$ cat config.mk
export PLATFORM = sky130hd
export DESIGN_NAME = sram_arbiter
export DESIGN_NICKNAME = d
export VERILOG_FILES = /design/src/rtl/sram_arbiter_pkg.sv /design/src/rtl/sram_arbiter_rr_arb2.sv /design/src/rtl/sram_arbiter.sv
export SDC_FILE = /design/constraint.sdc
export NUM_CORES = 1
export LEC_CHECK = 0
export ABC_AREA = 1
export BUFFER_PORTS_ARGS = -buffer_cell sky130_fd_sc_hd__buf_2
export CAP_MARGIN = 20
export CORE_AREA = 2 2 117 62
export DETAILED_ROUTE_END_ITERATION = 6
export DIE_AREA = 0 0 119 64
export GPL_TIMING_DRIVEN = 0
export PLACE_DENSITY = 0.76
export SLEW_MARGIN = 20
export SYNTH_ARGS = -nofsm -noshare
export SYNTH_HDL_FRONTEND = slang
export SYNTH_SLANG_ARGS = --single-unit
$ cat constraint.sdc
create_clock -name Clk -period 1.51 [get_ports Clk]
set_clock_uncertainty 0.1 [all_clocks]
set_input_delay 0 -clock Clk [delete_from_list [all_inputs] [get_ports Clk]]
set_output_delay 0 -clock Clk [all_outputs]
set_load 0.1 [all_outputs]
$ cat src/rtl/sram_arbiter_pkg.sv
// sram_arbiter_pkg: shared state enum, port index type and default access length
package sram_arbiter_pkg;
    typedef enum logic [1:0] {IDLE, ACCESS, DONE} state_t;
    typedef enum logic {PORT_CPU = 1'b0, PORT_LDR = 1'b1} port_t;
    localparam int WAIT_CYCLES_DEFAULT = 4;
endpackage

$ cat src/rtl/sram_arbiter_rr_arb2.sv
// rr_arb2: two-requester round-robin arbiter, combinational one-hot grant
// Ports: cpu_req/ldr_req requests, last_grant port served last, grant[0]=CPU grant[1]=loader
module rr_arb2
    import sram_arbiter_pkg::*;
(
    input  logic       cpu_req,
    input  logic       ldr_req,
    input  port_t      last_grant,
    output logic [1:0] grant
);
    always_comb begin
        grant[0] = cpu_req && (!ldr_req || last_grant == PORT_LDR);
        grant[1] = ldr_req && (!cpu_req || last_grant == PORT_CPU);
    end
endmodule

$ cat src/rtl/sram_arbiter.sv
// sram_arbiter: shares one SRAM between a CPU and a loader port, one transaction at a time
// Ports: Clk/Reset (sync, active-high); cpu_* and ldr_* request ports with one-cycle acks;
// rdata last read value; Mem_* SRAM strobes/address/data; busy high outside IDLE
module sram_arbiter
    import sram_arbiter_pkg::*;
#(
    parameter int WAIT_CYCLES = WAIT_CYCLES_DEFAULT
) (
    input  logic        Clk,
    input  logic        Reset,
    input  logic        cpu_req,
    input  logic        cpu_we,
    input  logic [15:0] cpu_addr,
    input  logic [15:0] cpu_wdata,
    output logic        cpu_ack,
    input  logic        ldr_req,
    input  logic        ldr_we,
    input  logic [15:0] ldr_addr,
    input  logic [15:0] ldr_wdata,
    output logic        ldr_ack,
    output logic [15:0] rdata,
    output logic        Mem_OE,
    output logic        Mem_WE,
    output logic [15:0] Mem_ADDR,
    output logic [15:0] Mem_WDATA,
    input  logic [15:0] Mem_RDATA,
    output logic        busy
);
    state_t state, state_nx;
    port_t last_grant;
    logic [3:0] cnt;
    logic we_q;
    logic [15:0] addr_q, wdata_q;
    logic [1:0] grant;
    logic start;
    rr_arb2 u_arb (
        .cpu_req(cpu_req),
        .ldr_req(ldr_req),
        .last_grant(last_grant),
        .grant(grant)
    );
    assign start = state == IDLE && |grant;
    assign Mem_ADDR = addr_q;
    assign Mem_WDATA = wdata_q;
    always_ff @(posedge Clk) begin
        if (Reset) state <= IDLE;
        else state <= state_nx;
    end
    // last_grant doubles as the port of the transaction in flight
    always_comb begin
        state_nx = state == IDLE ? (|grant ? ACCESS : IDLE)
                 : state == ACCESS ? (cnt == 4'd0 ? DONE : ACCESS) : IDLE;
        busy = state != IDLE;
        Mem_OE = state == ACCESS && !we_q;
        Mem_WE = state == ACCESS && we_q;
        cpu_ack = state == DONE && last_grant == PORT_CPU;
        ldr_ack = state == DONE && last_grant == PORT_LDR;
    end
    always_ff @(posedge Clk) begin
        if (Reset) begin
            cnt <= 4'd0;
            last_grant <= PORT_LDR;
            we_q <= 1'b0;
            addr_q <= 16'h0000;
            wdata_q <= 16'h0000;
            rdata <= 16'h0000;
        end else begin
            if (start) begin
                last_grant <= port_t'(grant[1]);
                we_q <= grant[1] ? ldr_we : cpu_we;
                addr_q <= grant[1] ? ldr_addr : cpu_addr;
                wdata_q <= grant[1] ? ldr_wdata : cpu_wdata;
                cnt <= 4'(WAIT_CYCLES - 1);
            end else if (state == ACCESS && cnt != 4'd0) begin
                cnt <= cnt - 4'd1;
            end
            if (state == ACCESS && cnt == 4'd0 && !we_q) rdata <= Mem_RDATA;
        end
    end
endmodule

== Word-level counts from Yosys, hierarchy flattened ==
Index checks and enable logic that the tools add are counted.
Widths: inputs -> output; s select.

* Bits in registers: 56
* Latch bits: 0
* Memory bits (writable): 0
* Bits in read-only memories: 0
* Input bits: 86
* Output and inout bits: 53
* Logic and storage cells: 43
* Memories: 0

* Add/subtract/negate cells: 1
* $mul: 0
* Divide/modulo/power cells: 0
* $lt $le $gt $ge: 0
* Equal/unequal tests: 2
* Shift operators: 0
* Mux-type cells: 9
* Bitwise logic cells: 1
* Reduce and logical (&&, ||, !) cells: 22

{| class="wikitable"
|+ Operators with widths
! kind !! count
|-
| $mux 16 || 2
|-
| $logic_and 1x1->1 || 10
|-
| $mux 2 || 5
|-
| $logic_not 4->1 || 1
|-
| $reduce_bool 2->1 || 2
|-
| $reduce_bool 4->1 || 1
|-
| $reduce_or 2->1 || 2
|-
| $sub 4x1->4 const B || 1
|-
| $logic_not 1->1 || 3
|-
| $eq 2x1->1 const B || 1
|-
| $eq 2x2->1 const B || 1
|-
| $logic_not 2->1 || 1
|-
| $logic_or 1x1->1 || 2
|-
| $mux 1 || 2
|-
| $not 1->1 || 1
|}

== Depth between registers and ports, before layout ==
* Depth in word-level cells: 6
* Mapped depth: 9
* Depth with buffers taken out: 8

== Modules after synthesis ==
A second synthesis with hierarchy kept.

* Cells, all modules: 382
* Area, all modules: 2,531.2 µm²

{| class="wikitable"
|+ By module, submodules not included
! module !! times used !! cells each !! area each (µm²) !! sequential area each (µm²)
|-
| sram_arbiter || 1 || 378 || 2,503.7 || 1,121.1
|-
| rr_arb2 || 1 || 4 || 27.5 || 0.0
|}

== Worst setup path after synthesis ==
Ideal clock, no wire load.

* Path type: flip-flop to output port
* Start point: register state[1]
* End point: output port ldr_ack
* Arrival: 2.594 ns
* Required time: 1.410 ns
* Setup slack: -1.184 ns
* Stages on the path, launching flop included: 3
* Buffers on the path: 0
* Cell sequence: dfxtp_1 > inv_1 > nor3b_1

* Word-level cells in the longest chain between the ends: 2

{| class="wikitable"
|+ Ends and longest elaborated chain
! element !! line !! source
|-
| start, declared || sram_arbiter.sv:29 || <nowiki>state_t state, state_nx;</nowiki>
|-
| start signal, assigned || sram_arbiter.sv:47 || <nowiki>else state <= state_nx;</nowiki>
|-
| $eq 2x2->1 || sram_arbiter.sv:57 || <nowiki>ldr_ack = state == DONE && last_grant == PORT_LDR;</nowiki>
|-
| $logic_and 1x1->1 || sram_arbiter.sv:57 ||
|-
| end, declared || sram_arbiter.sv:20 || <nowiki>output logic ldr_ack,</nowiki>
|}

No other way between the ends.

== Final worst setup path ==
Same ends and word-level chain as after synthesis.

==> flow_summary.yaml <==
status:
  status: "finished clean"
timing:
  fmax_ghz: 0.685
  max-slew-margin-rel_pct: 66.4
  setup_viol: 0
  final-max-slew-violation-count: 0
  setup_tns_ps: 0
  finalHoldViolations: 0
  finalCritPeriodShare_pct: 96.7
  worstMarginPinSlew_ps: 508
  timing.final.ws_setup_ps: 49.5
  fin_crit_ps: 1460
yosys:
  syn_area_um2: 2590
  ys_types: 26
  synth-seq-cells: 56
  yosysSeqAreaShare_pct: 43.3
  syn_nets: 427
  ys_warn_count: 0
  syn_avg_cell_area_um2: 7.61
  synthCells: 340
clock_tree:
  clock-sinks: 56
  clk_path_buf_depth: 2
  cts-root-buf: "clkbuf_16"
  htreeDepth: 2
  clock_latency_ps: 290
  tritoncts: "yes"
  cts_made_buffers: 5
  clk_pin_slew_ps: 70
route:
  viasPerCell: 4.68
  drc: 0
  detail_route.wirelength_um: 8750
  drt_iter0_drc: 174
  postRouteAntennaNets: 0
  wl_per_cell_um: 13.2
  drt-pass1-iter-count: 6
  via_count: 3092
power_and_ir_drop:
  leakage_nw: 2.14
  power_density_nw_per_um2: 1370
  max-vdd-ir-drop_v: 0.000614
worst_setup_path:
  cp-start-kind: "flip-flop"
  crit_chain: "inv_2, nor3b_2, buf_2"
  regToRegStartpoint: "cnt[1]"
  arrival_ps: 1360
  worstSetupStartpoint: "state[1]"
  required_ps: 1410
  worst-path-max-fanout: 3
  slowest_stage: "buf_2"
  cpPeakStageDelay_ps: 460
  path_class: "reg2out"
  worstSetupEndpointType: "output pin"
global_route:
  grt_pass1_wl_um: 13900
  grt_overflow_total: 0
  grt_max_degree: 18
  grt_pass1_vias: 3105
  grt_usage_pct: 23.0
  antenna_found_initial: 0
layout:
  final_common_cell: "buf_2"
  fillCellCount: 472
  num_antenna_cells: 0
  areaGrowthSynthToFinish_pct: 72.9
  nNetsFinal: 655
  drive_gt1_share_pct: 43.9
  final_cell_mix: "139 x buf_2, 83 x dlygate4sd3_1, 76 x nand2_1"
die:
  initial_utilization_pct: 39.6
  fp.coreArea_um2: 6540
  die_area_um2: 7620
  die_h_um: 64
  die_w_um: 119
  row_count: 21
  num_io_pins: 139
place:
  gp_congestion: 0.819
  post-place-ws_ps: -43.9
  place_hpwl_um: 4990
  io_buffer_count: 137
hold_path:
  hold_path_class: "in2reg"
  min_from: "cpu_req"
run:
  drv_cap: 0
## critical path: cells and delay by family (launching register included)
family,cells,cell delay (ps)
DFF,1,360
buffers and inverters,2,530
and+or+nand+nor,1,170
## where the power goes
part           leakage (nW)  internal (mW)  total (mW)  switching (mW)
clock                0.0798          0.780        1.32           0.541
sequential            0.462           1.71        1.85           0.138
combinational          1.60          0.731        2.97            2.24
## repair_timing
item	CTS	global route
hold buffers	83	0
pin swaps	1	3
endpoints found under the setup margin	10	42
hold endpoints to repair	51	0
resized for setup	1	22
gates cloned	0	0
setup buffers	0	1
## worst paths after layout
| path | slack (ps) | cells past startpoint | endpoint |
|---|---|---|---|
| max | 50 | 3 | ldr_ack |
| min | 20 | 3 | state[0] |
| max reg2reg | 80 | 8 | rdata[5] |
| min reg2reg | 360 | 2 | Mem_ADDR[8] |
## per-layer routing
metal	vias up	global-route usage (%)	part of all wire (%)
met5	-	0	0
met4	0	12.2	4.1
met3	34	4.20	3.8
met2	105	45.8	55
met1	1428	23.0	37
li1	1525	-	-
## through the flow
| step | total power [mW] | cell area [µm²] | cells | hold slack, ps | utilization, % |
|---|---|---|---|---|---|
| finish | 6.14 | 4480 | 661 | 23.2 | 68.4 |
| floorplan | 4.10 | 2630 | 340 | 49.9 | - |
| CTS | 6.04 | 4430 | 660 | 18.5 | 67.7 |
| detailed placement | 4.56 | 3430 | 569 | 147 | 52.4 |
| global route | 6.40 | 4480 | 661 | 27.2 | 68.4 |
| global placement | 4.54 | 3430 | 569 | 138 | 52.4 |
## synth_stat cells, drive strengths merged
library cell / number / area share (%)
a21oi: 3 / 0.58
or2: 33 / 8.0
ha: 1 / 0.48
dfxtp: 56 / 43
nor3b: 1 / 0.29
clkbuf: 4 / 0.63
o21ai: 51 / 14
nor3: 3 / 0.58
nand2: 82 / 12
nor2: 76 / 13
nand4: 1 / 0.24
inv: 13 / 2.1
buf: 12 / 3.8
nand3: 4 / 0.77
## logic make-up after synthesis
family	count (synthesis)	synth area share, %
AND/OR/NAND/NOR	200	34.8
buffers and inverters	29	6.48
AO/OA/AOI/OAI	54	14.9
flip-flops	56	43.3
adder cells (fa/ha/maj)	1	0.483
## registers in the layout, summed over array words and instances (netlist names)
signal and count:
we_q 1, state 2, Mem_WDATA 16, Mem_ADDR 16, rdata 16, last_grant 1
cnt 4
## layout make-up
class,instances,area [µm²],share of cell area (%)
inverters,13,53.8,1.20
flip-flops and latches,56,1130,25.2
repair buffers,221,1530,34.1
clock buffers,5,125,2.79
plain buffers,16,128,2.85
clock inverters,3,42.5,0.950
well taps,92,115,2.57
multi-input cells,255,1360,30.4
Power figures use the tool's default switching activity.
